File: src/rtl/hack_screen_scanout_if.sv
// Screen-RAM read port used by the Hack scan-out stage.
// The scan-out side is the master (issues requests), the RAM side is the slave.
interface hack_screen_scanout_if;
  logic        rd_req;    // request, held until rd_ack
  logic [12:0] rd_addr;   // {row[7:0], group[4:0]}, stable while rd_req is high
  logic        rd_ack;    // request accepted this cycle
  logic [15:0] rd_data;   // read data, qualified by rd_valid
  logic        rd_valid;  // one-cycle data strobe, at most one per accepted request

  modport master (
    output rd_req,
    output rd_addr,
    input  rd_ack,
    input  rd_data,
    input  rd_valid
  );

  modport slave (
    input  rd_req,
    input  rd_addr,
    output rd_ack,
    output rd_data,
    output rd_valid
  );
endinterface

File: src/rtl/hack_screen_scanout.sv
// Hack screen scan-out stage.
// Prefetches one 16-bit screen word per 16 pixels from the 8K x 16 screen RAM,
// serialises it LSB-first (bit 0 = leftmost pixel) and drives a registered
// 3-bit colour. The 512x256 image sits at (X0, Y0) inside the 640x480 frame;
// everything else is border colour. A word that is not back by its group
// boundary kills the rest of the line, which is then shown in ERR colour.
module hack_screen_scanout #(
  parameter logic [9:0] X0  = 10'd64,   // first window column, multiple of 16, >= 16
  parameter logic [9:0] Y0  = 10'd112,  // first window row
  parameter logic [2:0] FG  = 3'b111,   // colour for screen bit = 1
  parameter logic [2:0] BG  = 3'b000,   // colour for screen bit = 0 and border
  parameter logic [2:0] ERR = 3'b100    // colour for pixels lost to an underrun
) (
  input  logic                         clk,
  input  logic                         rst_n,
  input  logic [9:0]                   CounterX,
  input  logic [9:0]                   CounterY,
  input  logic                         inDisplayArea,
  hack_screen_scanout_if.master        rd,
  output logic [2:0]                   pixel,
  output logic                         underrun
);

  typedef enum logic [2:0] {
    ST_IDLE = 3'd0,  // no word pending
    ST_REQ  = 3'd1,  // rd_req high, waiting for rd_ack
    ST_WAIT = 3'd2,  // accepted, waiting for rd_valid
    ST_FULL = 3'd3,  // word_buf_r holds the next word
    ST_DEAD = 3'd4   // rest of line lost, draining any outstanding read
  } state_t;

  // The first word of a row is requested one group ahead of the window.
  localparam logic [9:0] FETCH_X = X0 - 10'd16;
  localparam logic [9:0] WIN_W   = 10'd512;
  localparam logic [9:0] WIN_H   = 10'd256;

  // State and datapath registers
  state_t      state_r;
  state_t      state_n;
  logic        pend_r;       // accepted read whose data has not come back yet
  logic        pend_n;
  logic [15:0] word_buf_r;   // next word
  logic [15:0] shreg_r;      // word currently being displayed
  logic        show_r;       // current group holds fetched data
  logic        show_n;
  logic        line_err_r;   // an underrun already happened on this line
  logic        line_err_n;

  // Registered outputs
  logic        rd_req_r;
  logic [12:0] rd_addr_r;
  logic [12:0] addr_n;
  logic [2:0]  pixel_r;
  logic [2:0]  pixel_n;
  logic        underrun_r;
  logic        underrun_n;

  // FSM side effects for this cycle
  logic        load_buf;
  logic        load_shreg;
  logic        ur_evt;

  // Beam position decode
  logic [9:0]  dx;
  logic [9:0]  dy;
  logic        in_row;
  logic        in_col;
  logic        at_fetch;
  logic        at_bound;
  logic        last_group;
  logic [7:0]  row;
  logic [4:0]  group;
  logic [3:0]  bit_idx;
  logic [15:0] cur_word;

  // Map one screen bit to its colour.
  function automatic logic [2:0] bit_colour(input logic b);
    logic [2:0] c;
    if (b) begin
      c = FG;
    end else begin
      c = BG;
    end
    return c;
  endfunction

  // Window geometry of the current beam position.
  always_comb begin
    dx         = CounterX - X0;
    dy         = CounterY - Y0;
    in_row     = (CounterY >= Y0) && (dy < WIN_H);
    in_col     = (CounterX >= X0) && (dx < WIN_W);
    row        = dy[7:0];
    group      = dx[8:4];
    bit_idx    = dx[3:0];
    at_fetch   = in_row && (CounterX == FETCH_X);
    at_bound   = in_row && in_col && (bit_idx == 4'd0);
    last_group = (group == 5'd31);
  end

  // Fetch FSM: next state, next request address and buffer load strobes.
  always_comb begin
    state_n    = state_r;
    pend_n     = pend_r;
    addr_n     = rd_addr_r;
    load_buf   = 1'b0;
    load_shreg = 1'b0;
    ur_evt     = 1'b0;
    case (state_r)
      ST_IDLE: begin
        if (at_fetch) begin
          state_n = ST_REQ;
          addr_n  = {row, 5'd0};
        end else begin
          state_n = ST_IDLE;
        end
      end
      ST_REQ: begin
        if (at_bound) begin
          // Underrun: the request is withdrawn, unless it is accepted right now.
          ur_evt  = 1'b1;
          state_n = ST_DEAD;
          pend_n  = rd.rd_ack;
        end else if (rd.rd_ack) begin
          state_n = ST_WAIT;
        end else begin
          state_n = ST_REQ;
        end
      end
      ST_WAIT: begin
        if (at_bound) begin
          // Underrun: data arriving in this very cycle is already too late.
          ur_evt  = 1'b1;
          state_n = ST_DEAD;
          pend_n  = ~rd.rd_valid;
        end else if (rd.rd_valid) begin
          state_n  = ST_FULL;
          load_buf = 1'b1;
        end else begin
          state_n = ST_WAIT;
        end
      end
      ST_FULL: begin
        if (at_bound) begin
          load_shreg = 1'b1;
          if (last_group) begin
            state_n = ST_IDLE;
          end else begin
            state_n = ST_REQ;
            addr_n  = {row, group + 5'd1};
          end
        end else begin
          state_n = ST_FULL;
        end
      end
      ST_DEAD: begin
        if (!pend_r) begin
          state_n = ST_IDLE;
        end else if (rd.rd_valid) begin
          // Late data for a killed line is dropped.
          state_n = ST_IDLE;
          pend_n  = 1'b0;
        end else begin
          state_n = ST_DEAD;
        end
      end
      default: begin
        state_n = ST_IDLE;
        pend_n  = 1'b0;
      end
    endcase
  end

  // Line status: data-valid flag, line error flag and sticky underrun flag.
  always_comb begin
    // At a boundary the group shows data only if its word was ready.
    if (at_bound) begin
      show_n = (state_r == ST_FULL);
    end else begin
      show_n = show_r;
    end
    // The error flag covers the rest of the window columns on this line.
    if (ur_evt) begin
      line_err_n = 1'b1;
    end else if (!in_col) begin
      line_err_n = 1'b0;
    end else begin
      line_err_n = line_err_r;
    end
    // Set wins over the frame-start clear.
    if (ur_evt) begin
      underrun_n = 1'b1;
    end else if ((CounterX == 10'd0) && (CounterY == 10'd0)) begin
      underrun_n = 1'b0;
    end else begin
      underrun_n = underrun_r;
    end
  end

  // Pixel colour for the current beam position.
  always_comb begin
    // The shift register only loads at the boundary edge, so bypass it there.
    if (at_bound) begin
      cur_word = word_buf_r;
    end else begin
      cur_word = shreg_r;
    end
    if (!inDisplayArea || !in_row || !in_col) begin
      pixel_n = BG;
    end else if (line_err_r || ur_evt) begin
      pixel_n = ERR;
    end else if (!show_n) begin
      pixel_n = BG;
    end else begin
      pixel_n = bit_colour(cur_word[bit_idx]);
    end
  end

  // FSM state register and outstanding-read flag.
  always_ff @(posedge clk or negedge rst_n) begin
    if (!rst_n) begin
      state_r <= ST_IDLE;
      pend_r  <= 1'b0;
    end else begin
      state_r <= state_n;
      pend_r  <= pend_n;
    end
  end

  // Word buffers and per-line display flags.
  always_ff @(posedge clk or negedge rst_n) begin
    if (!rst_n) begin
      word_buf_r <= 16'h0000;
      shreg_r    <= 16'h0000;
      show_r     <= 1'b0;
      line_err_r <= 1'b0;
    end else begin
      if (load_buf) begin
        word_buf_r <= rd.rd_data;
      end else begin
        word_buf_r <= word_buf_r;
      end
      if (load_shreg) begin
        shreg_r <= word_buf_r;
      end else begin
        shreg_r <= shreg_r;
      end
      show_r     <= show_n;
      line_err_r <= line_err_n;
    end
  end

  // Registered outputs: read request/address, pixel colour, underrun flag.
  always_ff @(posedge clk or negedge rst_n) begin
    if (!rst_n) begin
      rd_req_r   <= 1'b0;
      rd_addr_r  <= 13'd0;
      pixel_r    <= 3'b000;
      underrun_r <= 1'b0;
    end else begin
      rd_req_r   <= (state_n == ST_REQ);
      rd_addr_r  <= addr_n;
      pixel_r    <= pixel_n;
      underrun_r <= underrun_n;
    end
  end

  assign rd.rd_req  = rd_req_r;
  assign rd.rd_addr = rd_addr_r;
  assign pixel      = pixel_r;
  assign underrun   = underrun_r;

endmodule

File: src/flat_wrapper.sv
// flat-port wrapper written by rule: the top's interface ports become plain ports
module hack_screen_scanout_flat 
#(
  parameter logic [9:0] X0  = 10'd64,                                                
  parameter logic [9:0] Y0  = 10'd112,                     
  parameter logic [2:0] FG  = 3'b111,                               
  parameter logic [2:0] BG  = 3'b000,                                          
  parameter logic [2:0] ERR = 3'b100                                            
)
  (clk, rst_n, CounterX, CounterY, inDisplayArea, pixel, underrun, rd_rd_req, rd_rd_addr, rd_rd_ack, rd_rd_data, rd_rd_valid);
  hack_screen_scanout_if rd_i ();
  input  logic clk;
  input  logic rst_n;
  input  logic [9:0] CounterX;
  input  logic [9:0] CounterY;
  input  logic inDisplayArea;
  output logic [2:0] pixel;
  output logic underrun;
  output wire logic [$bits(rd_i.rd_req)-1:0] rd_rd_req;
  output wire logic [$bits(rd_i.rd_addr)-1:0] rd_rd_addr;
  input wire logic [$bits(rd_i.rd_ack)-1:0] rd_rd_ack;
  input wire logic [$bits(rd_i.rd_data)-1:0] rd_rd_data;
  input wire logic [$bits(rd_i.rd_valid)-1:0] rd_rd_valid;
  assign rd_rd_req = rd_i.rd_req;
  assign rd_rd_addr = rd_i.rd_addr;
  assign rd_i.rd_ack = rd_rd_ack;
  assign rd_i.rd_data = rd_rd_data;
  assign rd_i.rd_valid = rd_rd_valid;
  hack_screen_scanout #(.X0(X0), .Y0(Y0), .FG(FG), .BG(BG), .ERR(ERR)) u_core (.clk(clk), .rst_n(rst_n), .CounterX(CounterX), .CounterY(CounterY), .inDisplayArea(inDisplayArea), .rd(rd_i), .pixel(pixel), .underrun(underrun));
endmodule
File: config.mk
export PLATFORM = sky130hd
export DESIGN_NAME = hack_screen_scanout_flat
export DESIGN_NICKNAME = d
export VERILOG_FILES = /design/src/rtl/hack_screen_scanout_if.sv /design/src/rtl/hack_screen_scanout.sv /design/src/flat_wrapper.sv
export SDC_FILE = /design/constraint.sdc
export NUM_CORES = 1
export LEC_CHECK = 0
export ABC_AREA = 1
export CAP_MARGIN = 10
export CORE_UTILIZATION = 47
export DETAILED_ROUTE_END_ITERATION = 16
export PLACE_DENSITY_LB_ADDON = 0.2
export SLEW_MARGIN = 20
export SYNTH_ARGS = -nofsm -noshare
export SYNTH_HDL_FRONTEND = slang
export SYNTH_SLANG_ARGS = --single-unit
File: constraint.sdc
create_clock -name clk -period 1.8 [get_ports clk]
set_input_delay 0.36 -clock clk [delete_from_list [all_inputs] [get_ports clk]]
set_output_delay 0.36 -clock clk [all_outputs]
set_load 0.1 [all_outputs]
After elaboration in Yosys (flattened, before gate mapping)
Cells that the tools add are included.
{"block": "word_totals", "ff_bits": 56, "latchBits": 0, "ram_bits": 0, "romBits": 0, "in_bits": 41, "out_inout_bits": 18, "word_cells": 92, "n_memories": 0}
{"block": "classes", "addsub": 3, "multipliers": 0, "div_mod_pow": 0, "n_lt_le_gt_ge": 5, "eq_ne": 13, "shift": 0, "muxes": 37, "bitwise": 2, "reduce_logical": 22}
{"operator": "13-bit two-way mux", "n": 3}
{"operator": "13-bit case mux with 2 select lines", "n": 1}
{"operator": "3-bit two-way mux", "n": 8}
{"operator": "10-bit by 7-bit >= comparator with 1-bit output, second input constant", "n": 2}
{"operator": "10-bit zero test", "n": 2}
{"operator": "10-bit by 7-bit subtractor with 10-bit output, second input constant", "n": 2}
{"operator": "1-bit two-way mux", "n": 19}
{"operator": "16-bit two-way mux", "n": 1}
{"operator": "3-bit case mux with 5 select lines", "n": 1}
{"operator": "10-bit by 6-bit equality test with 1-bit output, second input constant", "n": 1}
{"operator": "10-bit less-than comparator, second input constant", "n": 1}
{"operator": "10-bit by 9-bit less-than comparator with 1-bit output, second input constant", "n": 1}
{"operator": "2-bit by 1-bit inequality test with 1-bit output, second input constant", "n": 5}
{"operator": "3-bit by 1-bit equality test with 1-bit output, second input constant", "n": 2}
{"operator": "3-bit by 2-bit equality test with 1-bit output, second input constant", "n": 2}
{"operator": "1-bit logical AND", "n": 6}
{"operator": "5-bit by 1-bit adder with 5-bit output, second input constant", "n": 1}
{"operator": "5-bit equality test, second input constant", "n": 1}
{"operator": "4-bit by 5-bit less-than comparator with 1-bit output, second input constant", "n": 1}
{"operator": "1-bit binary-select mux with 4-bit select", "n": 1}
{"operator": "4-bit zero test", "n": 1}
{"operator": "2-bit two-way mux", "n": 2}
{"operator": "1-bit case mux with 4 select lines", "n": 1}
{"operator": "4-bit AND reduction", "n": 1}
{"operator": "other kinds (9)", "n": 16}

Longest topological paths before layout
{"block": "depth", "ltp_word": 12, "mapped_depth": 17, "depth_no_buf": 16}

Least setup slack after synthesis
No wires, ideal clock.
{"block": "synth_path", "path_kind": "input to register", "startpoint": "input CounterY[4]", "endpoint": "register u_core.rd_addr_r[3] (netlist: u_core.rd.rd_addr[3])", "arrival_ps": 1713, "t_required_ps": 1668, "slack_ps": -45, "cell_stages": 14, "n_path_buf": 1, "path_cell_list": "ha_1 nand2_2 clkinv_2 nand4_1 nand2_2 nor2_4 nand3_4 inv_6 nor2_2 inv_2 nand2_2 buf_4 nand2_1 o41ai_2"}
{"block": "synth_between", "elab_chain_len": 7, "word_cells_on_any_way": 10}
{"item": "start: declaration", "line": "flat_wrapper.sv:15", "source": "input logic [9:0] CounterY;"}
{"item": "10-bit by 7-bit subtractor with 10-bit output", "line": "hack_screen_scanout.sv:90", "source": "dy = CounterY - Y0;"}
{"item": "10-bit by 9-bit less-than comparator with 1-bit output", "line": "hack_screen_scanout.sv:91", "source": "in_row = (CounterY >= Y0) && (dy < WIN_H);"}
{"item": "1-bit logical AND *", "line": "hack_screen_scanout.sv:91"}
{"item": "1-bit logical AND (2 in a row)", "line": "hack_screen_scanout.sv:97", "source": "at_bound = in_row && in_col && (bit_idx == 4'd0);"}
{"item": "2-bit by 1-bit inequality test with 1-bit output (no source line)"}
{"item": "4-bit AND reduction (no source line) *"}
{"item": "end signal: assignment", "line": "hack_screen_scanout.sv:262", "source": "rd_addr_r <= addr_n;"}
{"item": "end: declaration", "line": "hack_screen_scanout.sv:51", "source": "logic [12:0] rd_addr_r;"}
Every way passes the cells marked *; elsewhere a longest branch is shown, timed or not.
A chain may end at the register's enable or synchronous reset.

Final worst setup path
{"block": "layout_path", "startpoint": "input CounterY[7]", "endpoint": "register u_core.pixel_r[2] (netlist: u_core.pixel[2])"}
{"block": "layout_between", "elab_chain_len": 12, "word_cells_on_any_way": 20}
{"item": "10-bit by 7-bit subtractor with 10-bit output", "line": "hack_screen_scanout.sv:90"}
{"item": "10-bit by 9-bit less-than comparator with 1-bit output", "line": "hack_screen_scanout.sv:91"}
{"item": "1-bit logical AND *", "line": "hack_screen_scanout.sv:91"}
{"item": "1-bit logical AND (2 in a row)", "line": "hack_screen_scanout.sv:97"}
{"item": "16-bit two-way mux", "line": "hack_screen_scanout.sv:203", "source": "if (at_bound) begin"}
{"item": "1-bit binary-select mux with 4-bit select", "line": "hack_screen_scanout.sv:215", "source": "pixel_n = bit_colour(cur_word[bit_idx]);"}
{"item": "1-bit two-way mux (implied by the code)", "line": "hack_screen_scanout.sv:215"}
{"item": "3-bit two-way mux", "line": "hack_screen_scanout.sv:79", "source": "if (b) begin"}
{"item": "3-bit two-way mux", "line": "hack_screen_scanout.sv:212", "source": "end else if (!show_n) begin"}
{"item": "3-bit two-way mux", "line": "hack_screen_scanout.sv:210", "source": "end else if (line_err_r || ur_evt) begin"}
{"item": "3-bit two-way mux *", "line": "hack_screen_scanout.sv:208", "source": "if (!inDisplayArea || !in_row || !in_col) begin"}
{"item": "named net u_core.pixel_n[2]", "line": "hack_screen_scanout.sv:54", "source": "logic [2:0] pixel_n;"}
{"item": "end signal: assignment", "line": "hack_screen_scanout.sv:263", "source": "pixel_r <= pixel_n;"}
{"item": "end: declaration", "line": "hack_screen_scanout.sv:53", "source": "logic [2:0] pixel_r;"}
The timed path passes the listed nets; every way through them passes the cells marked *. The select of a mux whose other input is x is not followed.

==> results.json <==
{
  "drive_above_1_share_pct": 36.3,
  "synthTopCellsByArea": "dfrtp_1 47%, nand2_1 14%, nand3_1 5.3%",
  "period_minus_slack_ns": 1.87,
  "initial_core_util_pct": 49.3,
  "critPathKind": "in2reg",
  "power_frac_comb_pct": 55.6,
  "fin_worst_skew_ns": 0.00473,
  "htreeDepth": 2,
  "start_kind": "input pin",
  "die_w_um": 81.0,
  "antenna_found_initial": 0,
  "synth.cell_area_um2": 2940,
  "cp_cell_sequence": "dlygate4sd2_1, inv_2, nand3_1, nand2_2, nand2_2, nor2_4, nand3_4, buf_12, nand2_2, nand3_2, nand2_1, nand3_1, nand3_1, nand2_2, nand2_2, nand2_1",
  "cpPeakStageDelay_ns": 0.27,
  "fin_crit_sh_pct": 104,
  "synth_cells": 335,
  "syn_to_final_growth_pct": 49.5,
  "crit_path_top_delay_cell": "dlygate4sd2_1",
  "layout.nets": 481,
  "fin_tns_setup_ns": -0.128,
  "wirelength_mm": 7.49,
  "cts-root-buf": "clkbuf_8",
  "endpoint_kind": "register",
  "internal_power_w": 0.00325,
  "setup_violations": 2,
  "synth_ff_type": "dfrtp_1",
  "worst_slew_pin_slew_ns": 0.482,
  "grt_pass1_wl_mm": 11.4,
  "avgSynthCellArea_um2": 8.76,
  "first_global_vias": 2557,
  "dr.pass1.iters": 4,
  "crit_family": "simple AND/OR/NAND/NOR gates",
  "violations": "setup timing",
  "synth_seq_cells": 55,
  "reg2reg_from": "u_core.state_r[2]",
  "fp.dieH_um": 81.0,
  "max_slew_margin_pct": 67.8,
  "path_buf_inv": 3,
  "num_rows": 28,
  "whs_ns": 0.0268,
  "synthDistinctLibCells": 39,
  "min_path_type": "in2async",
  "yosysWarnings": 0,
  "cp.required_ns": 2.01,
  "switching_share_pct": 46.0,
  "yosys.area.top_type": "dfrtp_1",
  "grt_max_degree": 56,
  "portBuffers": 58,
  "yosysTopAreaCellShare_pct": 46.9,
  "finalHoldViolCount": 0,
  "layout_setup_ws_ns": -0.0729,
  "max_freq_mhz": 534,
  "clk_pin_slew_ns": 0.10,
  "worst_r2r_path_depth": 8,
  "core_area_um2": 5960,
  "pwr-share-seq_pct": 32.9,
  "status": "finished with violations",
  "syn-num-nets": 384,
  "synth-edff-count": 0,
  "worstSkewPairLatency_ns": 0.31,
  "r2r_slack_ns": 0.08,
  "nFillCells": 410,
  "wl_per_cell_um": 14.7,
  "path_common_cell": "nand2_2",
  "p_clk_share_pct": 11.5,
  "power-per-cell-area_nw_per_um2": 1370,
  "clock_path_buffers": 2,
  "worstPathMaxFanout": 6,
  "drv_cap": 0,
  "antenna-diode-count": 0,
  "drtAntennaViolNets": 0,
  "p_switching_w": 0.00277,
  "dp_hpwl_mm": 4.96,
  "drc": 0,
  "cts_tree": "built",
  "cellLeakagePower_nw": 2.21,
  "die-area_um2": 6570,
  "cts_inserted_buffers": 5,
  "gp_congestion": 0.956,
  "vias_per_cell": 5.22,
  "timing.rr.end": "u_core.rd.rd_req",
  "yosysSeqAreaShare_pct": 46.9,
  "vias": 2650,
  "vdd_drop_max_mv": 1.22,
  "clkSinkCount": 55,
  "grt_usage_pct": 22.7,
  "synth.most_common_cell": "nand2_1",
  "grt_overflow": 0,
  "worst_ep_arrival_time_ns": 2.08,
  "rsz0062_at_grt": "true",
  "synthArstFlopShare_pct": 100,
  "synth_common_cells": "108 x nand2_1, 55 x dfrtp_1, 38 x inv_1",
  "slew_violations": 0,
  "drt-initial-drc-count": 202,
  "num_io_pins": 59
}
[sequential cells by signal (all words and copies together), names as in the netlist]
name	count
u_core.pend_r	1
u_core.state_r	3
u_core.underrun	1
u_core.show_r	1
u_core.rd.rd_req	1
u_core.rd.rd_addr	13
u_core.shreg_r	16
u_core.word_buf_r	16
u_core.pixel	2
u_core.line_err_r	1
[layout by cell type (no fill, tap or decap), drive strengths merged]
cell,instances
o41ai,2
o21ai,14
xor2,3
o21a,6
inv,41
clkdlybuf4s50,23
buf,64
nand2,113
o22ai,1
clkinv,3
nor4,2
and3,1
a31oi,2
nand3,34
dlygate4sd2,4
nor2,15
nor3,3
dfrtp,55
ha,8
clkbuf,13
o31ai,3
clkdlybuf4s15,1
a21oi,3
mux2,14
nand4,5
[timing repair]
action	CTS	global route
buffers inserted	4	1
hold buffers	0	0
gates cloned	2	2
pin swaps	20	32
resized for setup	56	52
endpoints found under the setup margin	54	27
[final cells by class]
class	instances	area, um2	area share [%]
clock buffer	6	72.6	1.65
clock inverter	2	17.5	0.399
inverter	42	173	3.93
multi-input combinational	229	1530	34.9
sequential	55	1380	31.4
tap	75	93.8	2.14
timing repair buffer	99	1120	25.6
[worst max-delay path by stage]
stage,startpoint,end,cells past startpoint,slack (ns)
final,CounterY[7],u_core.pixel[2],16,-0.07
after floorplan,CounterY[4],u_core.shreg_r[10],11,0.007
after global placement,CounterY[4],u_core.pixel[2],18,-0.69
after global routing,CounterX[6],u_core.rd.rd_req,12,-0.13
after detailed placement,CounterY[4],u_core.word_buf_r[2],13,-0.77
after CTS,CounterY[4],u_core.pixel[2],17,0.0008
[power by group through the flow]
stage	clock network [W]	logic, W	registers, W
floorplan	0	0.000927	0.00292
global placement	0	0.00299	0.00198
detailed placement	0	0.00305	0.00199
CTS	0.000707	0.00309	0.00197
global route	0.000756	0.00354	0.00202
finish	0.000695	0.00335	0.00198
[per-stage QoR]
step	worst slack (ns)	instance area [um2]	utilization [%]	total power (W)	cells
after floorplan	0.00704	2960	-	0.00384	335
after global placement	-0.685	4010	67.3	0.00497	491
after detailed placement	-0.773	4010	67.3	0.00504	491
after CTS	0.000799	4180	70.2	0.00576	505
after global routing	-0.134	4390	73.7	0.00631	508
final	-0.0729	4390	73.7	0.00602	508
[routing by layer]
layer	track usage, %	up-vias	part of all wire [%]
met5	0	-	0
met4	7.86	0	1.7
met3	4.38	16	5.1
met2	37.3	100	50
met1	29.8	1264	43
li1	-	1270	-
[cell families after synthesis]
| family | Yosys count | synth area share, % |
|---|---|---|
| fa+ha+maj | 8 | 3.41 |
| simple gates | 172 | 27.0 |
| flops | 55 | 46.9 |
| buf+inv | 52 | 8.14 |
| xor+xnor | 3 | 0.895 |
| compound gates | 31 | 7.54 |
| mux | 14 | 6.14 |
No activity file was read; power rests on OpenSTA's default activity.
